File: src/rtl/cache_arb_pkg.sv
// Shared types and helpers for the L1 cache port arbiter.
// Default geometry matches the header.vh Rom_base/Ram_base layout.
package cache_arb_pkg;

  typedef enum logic [1:0] {
    OWN_NONE = 2'd0,
    OWN_IF   = 2'd1,
    OWN_D    = 2'd2
  } owner_e;

  localparam int          DEFAULT_DEPTH        = 3072;
  localparam int          DEFAULT_AW           = 12;
  localparam logic [63:0] DEFAULT_BASE         = 64'h0;
  localparam int          DEFAULT_STARVE_LIMIT = 4;

  function automatic logic [31:0] bswap32(input logic [31:0] w);
    return {w[7:0], w[15:8], w[23:16], w[31:24]};
  endfunction

endpackage

File: src/rtl/cache_addr_check.sv
// Byte address to BRAM word index conversion with range and alignment check.
module cache_addr_check
  import cache_arb_pkg::*;
#(
  parameter int          DEPTH = DEFAULT_DEPTH,
  parameter int          AW    = DEFAULT_AW,
  parameter logic [63:0] BASE  = DEFAULT_BASE
) (
  input  logic [63:0]   addr,
  output logic [AW-1:0] idx,
  output logic          ok
);

  logic [64:0] diff;
  logic [63:0] word_off;

  // The extra MSB catches addr < BASE as a borrow instead of a wrapped offset.
  always_comb begin
    diff     = {1'b0, addr} - {1'b0, BASE};
    word_off = diff[63:0] >> 2;
    idx      = word_off[AW-1:0];
    ok       = !diff[64] && (word_off < 64'(DEPTH)) && (addr[1:0] == 2'b00);
  end

endmodule

File: src/rtl/cache_port_arbiter.sv
// Arbitrates fetch and data requesters onto the single-port L1 BRAM.
// Data wins ties until fetch has waited STARVE_LIMIT data grants.
module cache_port_arbiter
  import cache_arb_pkg::*;
#(
  parameter int          DEPTH        = DEFAULT_DEPTH,
  parameter int          AW           = DEFAULT_AW,
  parameter logic [63:0] BASE         = DEFAULT_BASE,
  parameter int          STARVE_LIMIT = DEFAULT_STARVE_LIMIT,
  parameter bit          IF_SWAP      = 1'b1
) (
  input  logic          clk,
  input  logic          reset_n,
  input  logic          if_req,
  input  logic [63:0]   if_addr,
  output logic          if_gnt,
  output logic          if_rvalid,
  output logic [31:0]   if_rdata,
  output logic          if_err,
  input  logic          d_req,
  input  logic          d_we,
  input  logic [63:0]   d_addr,
  input  logic [31:0]   d_wdata,
  output logic          d_gnt,
  output logic          d_rvalid,
  output logic [31:0]   d_rdata,
  output logic          d_err,
  output logic          mem_en,
  output logic          mem_we,
  output logic [AW-1:0] mem_addr,
  output logic [31:0]   mem_wdata,
  input  logic [31:0]   mem_rdata
);

  localparam int            SW         = $clog2(STARVE_LIMIT + 1);
  localparam logic [SW-1:0] STARVE_MAX = SW'(STARVE_LIMIT);

  logic [AW-1:0] if_idx, d_idx;
  logic          if_ok, d_ok;

  cache_addr_check #(.DEPTH(DEPTH), .AW(AW), .BASE(BASE)) u_if_check (
    .addr (if_addr),
    .idx  (if_idx),
    .ok   (if_ok)
  );

  cache_addr_check #(.DEPTH(DEPTH), .AW(AW), .BASE(BASE)) u_d_check (
    .addr (d_addr),
    .idx  (d_idx),
    .ok   (d_ok)
  );

  logic [SW-1:0] starve_q, starve_d;
  owner_e        own_q, own_d;
  logic          err_q, err_d;
  logic          we_q, we_d;
  logic          grant_if, grant_d;

  always_comb begin
    grant_if  = 1'b0;
    grant_d   = 1'b0;
    starve_d  = starve_q;
    own_d     = OWN_NONE;
    err_d     = 1'b0;
    we_d      = 1'b0;
    mem_en    = 1'b0;
    mem_we    = 1'b0;
    mem_addr  = d_idx;
    mem_wdata = d_wdata;

    // Grants stay low through reset so nothing reaches the BRAM.
    if (reset_n) begin
      if (if_req && (!d_req || starve_q == STARVE_MAX)) begin
        grant_if = 1'b1;
      end else if (d_req) begin
        grant_d = 1'b1;
      end
    end

    if (!if_req || grant_if) begin
      starve_d = '0;
    end else if (grant_d && starve_q != STARVE_MAX) begin
      starve_d = starve_q + 1'b1;
    end

    if (grant_if) begin
      own_d    = OWN_IF;
      err_d    = !if_ok;
      mem_en   = if_ok;
      mem_addr = if_idx;
    end else if (grant_d) begin
      own_d  = OWN_D;
      err_d  = !d_ok;
      we_d   = d_we;
      mem_en = d_ok;
      mem_we = d_ok && d_we;
    end
  end

  always_ff @(posedge clk or negedge reset_n) begin
    if (!reset_n) begin
      own_q    <= OWN_NONE;
      err_q    <= 1'b0;
      we_q     <= 1'b0;
      starve_q <= '0;
    end else begin
      own_q    <= own_d;
      err_q    <= err_d;
      we_q     <= we_d;
      starve_q <= starve_d;
    end
  end

  assign if_gnt    = grant_if;
  assign d_gnt     = grant_d;
  assign if_rvalid = (own_q == OWN_IF);
  assign d_rvalid  = (own_q == OWN_D);
  assign if_err    = if_rvalid && err_q;
  assign d_err     = d_rvalid && err_q;

  // Stale BRAM output is masked so errors and write acks always return zero.
  assign if_rdata = (if_rvalid && !err_q) ? (IF_SWAP ? bswap32(mem_rdata) : mem_rdata) : '0;
  assign d_rdata  = (d_rvalid && !err_q && !we_q) ? mem_rdata : '0;

endmodule
File: config.mk
export PLATFORM = sky130hd
export DESIGN_NAME = cache_port_arbiter
export DESIGN_NICKNAME = d
export VERILOG_FILES = /design/src/rtl/cache_arb_pkg.sv /design/src/rtl/cache_addr_check.sv /design/src/rtl/cache_port_arbiter.sv
export SDC_FILE = /design/constraint.sdc
export NUM_CORES = 1
export LEC_CHECK = 0
export CAP_MARGIN = 10
export CORE_AREA = 5 5 120 122
export CTS_BUF_LIST = sky130_fd_sc_hd__clkbuf_8
export CTS_CLUSTER_SIZE = 30
export DETAILED_ROUTE_END_ITERATION = 16
export DIE_AREA = 0 0 125 127
export SKIP_CTS_REPAIR_TIMING = 1
export SLEW_MARGIN = 15
export SYNTH_ARGS = -nofsm -noshare
export SYNTH_HDL_FRONTEND = slang
export SYNTH_HIERARCHICAL = 1
export SYNTH_SLANG_ARGS = --single-unit
File: constraint.sdc
create_clock -name clk -period 2.4 [get_ports clk]
set_input_delay 0.24 -clock clk [delete_from_list [all_inputs] [get_ports clk]]
set_output_delay 0.24 -clock clk [all_outputs]
set_load 0.02 [all_outputs]
==> impl_results.html <==
<table>
<tr><th>Metric</th><th>Value</th></tr>
<tr><th colspan="2">GRT</th></tr>
<tr><td>Pin count of the biggest net entering global routing</td><td>33</td></tr>
<tr><td>Wire length of the first global-routing pass</td><td>12.88 mm</td></tr>
<tr><td>Antenna violations before repair</td><td>0</td></tr>
<tr><td>All-layer global routing usage</td><td>9.970%</td></tr>
<tr><td>Leftover overflow at the end of global routing</td><td>0</td></tr>
<tr><td>Via count of the first global-routing pass</td><td>2500</td></tr>
<tr><th colspan="2">Floorplanning</th></tr>
<tr><td>Area of the die</td><td>15880 um2</td></tr>
<tr><td>Width of the die</td><td>125 um</td></tr>
<tr><td>Number of core rows</td><td>42</td></tr>
<tr><td>Floorplan die height</td><td>127 um</td></tr>
<tr><td>Effective utilization at floorplan</td><td>12.89%</td></tr>
<tr><td>Ports</td><td>313</td></tr>
<tr><td>Std-Cell Core Area</td><td>13090 um2</td></tr>
<tr><th colspan="2">Critical path</th></tr>
<tr><td>Critical-path top delay cell</td><td>sky130_fd_sc_hd__nor4_1</td></tr>
<tr><td>Largest driver fanout on the critical path</td><td>3</td></tr>
<tr><td>Cells along the critical path</td><td>clkdlybuf4s50_1 &gt; nor4_1 &gt; nand4_1 &gt; nor4_2 &gt; buf_4 &gt; and4b_2 &gt; clkbuf_2</td></tr>
<tr><td>Category of the worst setup path capture point</td><td>primary output</td></tr>
<tr><td>Number of cells on the worst reg-to-reg path</td><td>6</td></tr>
<tr><td>Kind of launch point of the worst setup path</td><td>input port</td></tr>
<tr><td>Worst path top cell family by delay</td><td>simple AND/OR/NAND/NOR gates</td></tr>
<tr><td>Worst Path Required</td><td>2.16 ns</td></tr>
<tr><td>Logic depth of the worst path, buffers included</td><td>7</td></tr>
<tr><td>Worst path max stage delay</td><td>0.46 ns</td></tr>
<tr><td>Crit Path Class</td><td>input port to primary output</td></tr>
<tr><td>Arrival time of the worst setup path</td><td>2.02 ns</td></tr>
<tr><td>Number of buffers and inverters on the critical path</td><td>3</td></tr>
<tr><th colspan="2">Power and ir drop</th></tr>
<tr><td>Power per cell area</td><td>202.0 nW/um2</td></tr>
<tr><td>Net switching power of the design</td><td>0.2324 mW</td></tr>
<tr><td>Clock share of power</td><td>19.7%</td></tr>
<tr><td>Part of the power in combinational logic</td><td>65.1%</td></tr>
<tr><td>Switching part of the total power</td><td>27.89%</td></tr>
<tr><td>Register share of total power</td><td>15.2%</td></tr>
<tr><td>Cell-internal power</td><td>0.6010 mW</td></tr>
<tr><td>Maximum VDD drop</td><td>0.1312 mV</td></tr>
<tr><td>Total power of the final layout</td><td>0.8334 mW</td></tr>
<tr><td>Leakage dissipation</td><td>1.637 nW</td></tr>
<tr><th colspan="2">STA</th></tr>
<tr><td>Final Max Tran Viols</td><td>0</td></tr>
<tr><td>Fin. Hold Viols</td><td>0</td></tr>
<tr><td>Final WS setup</td><td>0.1373 ns</td></tr>
<tr><td>Fmax</td><td>0.4419 GHz</td></tr>
<tr><td>Setup Total Neg Slack</td><td>0 ns</td></tr>
<tr><td>Min Clock Period, post-route</td><td>2.263 ns</td></tr>
<tr><td>Post-route fraction of the period consumed by the critical path</td><td>94.28%</td></tr>
<tr><td>Final setup violation count</td><td>0</td></tr>
<tr><td>Max-slew headroom at the worst pin</td><td>68.29%</td></tr>
<tr><td>Hold WS</td><td>0.4665 ns</td></tr>
<tr><td>RSZ-0062 raised after global routing</td><td>false</td></tr>
<tr><td>Worst Tran Pin Value</td><td>0.4714 ns</td></tr>
<tr><td>Clock skew after layout</td><td>0.002668 ns</td></tr>
<tr><th colspan="2">Clock tree</th></tr>
<tr><td>Maximum count of clock buffers along a single path</td><td>2</td></tr>
<tr><td>Clock root cell</td><td>sky130_fd_sc_hd__clkbuf_8</td></tr>
<tr><td>Clk Latency, worst-skew pair</td><td>0.23 ns</td></tr>
<tr><td>CTS sink count</td><td>7</td></tr>
<tr><td>Num CTS Buffers</td><td>3</td></tr>
<tr><td>Level count of the clock H-tree</td><td>1</td></tr>
<tr><td>TritonCTS clock tree</td><td>yes</td></tr>
<tr><td>Clock transition at path regs</td><td>0.04 ns</td></tr>
<tr><th colspan="2">Synth</th></tr>
<tr><td>Register area share after synthesis</td><td>10.39%</td></tr>
<tr><td>Number of warnings printed during yosys synthesis</td><td>6</td></tr>
<tr><td>Combinational family with the most area after synthesis</td><td>simple AND/OR/NAND/NOR gates</td></tr>
<tr><td>Post-synthesis share of cell area spent on xor and xnor gates</td><td>0%</td></tr>
<tr><td>Mean Syn Cell Area</td><td>7.808 um2</td></tr>
<tr><td>Post-Synthesis Cells</td><td>216</td></tr>
<tr><td>Synthesized-area fraction occupied by and/or/nand/nor cells</td><td>44.88%</td></tr>
<tr><td>Proportion of synthesized flip-flops having asynchronous set or reset</td><td>100.0%</td></tr>
<tr><td>Leading register cell type out of synthesis</td><td>sky130_fd_sc_hd__dfrtp_1</td></tr>
<tr><td>Post-synth design cell area</td><td>1687 um2</td></tr>
<tr><td>Flops &amp; latches, synth</td><td>7</td></tr>
<tr><td>Post-synthesis mux area share</td><td>9.347%</td></tr>
<tr><td>Synthesized net count</td><td>415</td></tr>
<tr><td>Post-synthesis adder-cell area fraction</td><td>1.484%</td></tr>
<tr><td>Compound-cell area share of the yosys netlist</td><td>4.674%</td></tr>
<tr><td>Distinct cells, synth</td><td>29</td></tr>
<tr><td>Number of flops mapped to enable cells by yosys</td><td>0</td></tr>
<tr><th colspan="2">Routing</th></tr>
<tr><td>Remaining antenna violation count</td><td>0</td></tr>
<tr><td>Average wire length per cell after detail routing</td><td>15.16 um</td></tr>
<tr><td>Vias per Instance</td><td>3.848</td></tr>
<tr><td>First DRT Iteration DRCs</td><td>44</td></tr>
<tr><td>Routed vias</td><td>2282</td></tr>
<tr><td>Total routed wirelength</td><td>8.989 mm</td></tr>
<tr><td>DR DRC count</td><td>0</td></tr>
<tr><td>Number of search-and-repair iterations in the first detailed-routing pass</td><td>3</td></tr>
<tr><th colspan="2">Cells and area</th></tr>
<tr><td>Number of nets in the layout</td><td>617</td></tr>
<tr><td>Layout Cell Area excl Fill</td><td>4125 um2</td></tr>
<tr><td>Area added between synthesis and finish</td><td>144.6%</td></tr>
<tr><td>Number of antenna repair diodes</td><td>0</td></tr>
<tr><td>Ratio of cells with drive above 1 in the final layout</td><td>10.55%</td></tr>
<tr><th colspan="2">Hold path</th></tr>
<tr><td>Worst Hold Class</td><td>input port to async pin</td></tr>
<tr><th colspan="2">Run</th></tr>
<tr><td>MaxCap Viol Count</td><td>0</td></tr>
<tr><th colspan="2">Placed design</th></tr>
<tr><td>Worst setup slack after placement</td><td>-0.3267 ns</td></tr>
<tr><td>Detail Placement HPWL</td><td>8.138 mm</td></tr>
<tr><td>Dpl cell area</td><td>4011 um2</td></tr>
<tr><td>Number of buffer cells added on primary ports</td><td>248</td></tr>
<tr><td>Routability congestion estimate from global placement</td><td>0.8504</td></tr>
<tr><th colspan="2">Status</th></tr>
<tr><td>Run status</td><td>finished, final reports clean</td></tr>
</table>
state kept, by name, summed over array words and instances (netlist names):
register	cells
starve_q	3
own_q	2
err_q	1
we_q	1
power by group through the flow:
| stage | combinational (mW) | clock [mW] | sequential [mW] |
|---|---|---|---|
| after global placement | 0.539 | 0 | 0.128 |
| after CTS | 0.547 | 0.171 | 0.127 |
| after floorplan | 0.250 | 0 | 0.127 |
| after detailed placement | 0.545 | 0 | 0.128 |
| final | 0.542 | 0.164 | 0.127 |
| after global routing | 0.577 | 0.184 | 0.127 |
routing by layer:
metal	vias to the layer above	part of all wire [%]	routed length [um]	GRT usage [%]
met5	-	0	0	0
li1	1093	-	-	-
met1	979	33	2959	9.554
met4	0	0.66	59	1.913
met2	204	53	4780	19.61
met3	6	13	1190	4.549
synth_stat cells, drive strengths merged, types with 3 or more instances:
master | instances | share of area (%)
mux2 | 12 | 9.3
inv | 4 | 0.89
nand4 | 6 | 2.2
dfrtp | 7 | 10
and2 | 68 | 25
nand2 | 6 | 1.3
clkbuf | 6 | 1.6
buf | 58 | 27
nor4 | 28 | 12
nor2b | 3 | 1.3
layout by cell type (no fill, tap or decap), drive strengths merged:
cell type / count
buf: 12
or3b: 1
inv: 4
ha: 2
dfrtp: 7
clkinv: 1
a211oi: 1
and3: 2
nor2b: 3
nand2: 6
and4b: 1
nor4: 28
a31oi: 2
dlymetal6s2s: 14
a22o: 2
o21a: 2
mux2: 12
nor3b: 2
a21boi: 1
o22ai: 1
clkbuf: 4
nand4: 6
a21bo: 1
nor2: 1
and2: 68
clkdlybuf4s50: 233
stage by stage:
stage | std cells | util, %
floorplan | 216 | -
global placement | 587 | 30.66
detailed placement | 587 | 30.66
CTS | 591 | 31.01
global route | 593 | 31.53
finish | 593 | 31.53
cell families after synthesis:
kind of cell / after synthesis
AO/OA/AOI/OAI: 10
flip-flops: 7
multiplexers: 12
buffers and inverters: 68
AND/OR/NAND/NOR: 117
adder cells (fa/ha/maj): 2
final cells by class:
type	count	area (um2)
fill	1351	8960
inverter	4	15.01
clock buffer	3	41.29
sequential	7	175.2
clock inverter	1	5.005
timing repair buffer	260	2615
tap	176	220.2
multi-input combinational	142	1054
path summary, 6_finish.rpt:
path                            slack (ns)                      end               startpoint
worst min register to register        0.59       own_q[1]$_DFF_PN0_  starve_q[2]$_DFFE_PN0P_
max in group asynchronous             1.80  starve_q[0]$_DFFE_PN0P_                  reset_n
worst max register to register        0.74          err_q$_DFF_PN0_  starve_q[0]$_DFFE_PN0P_
min in group clk                      0.48            mem_wdata[10]              d_wdata[10]
worst min-delay path                  0.47       own_q[0]$_DFF_PN0_                  reset_n
worst max-delay path                  0.14                   mem_we               d_addr[27]
Note: power is estimated with default switching activity, not from simulation.
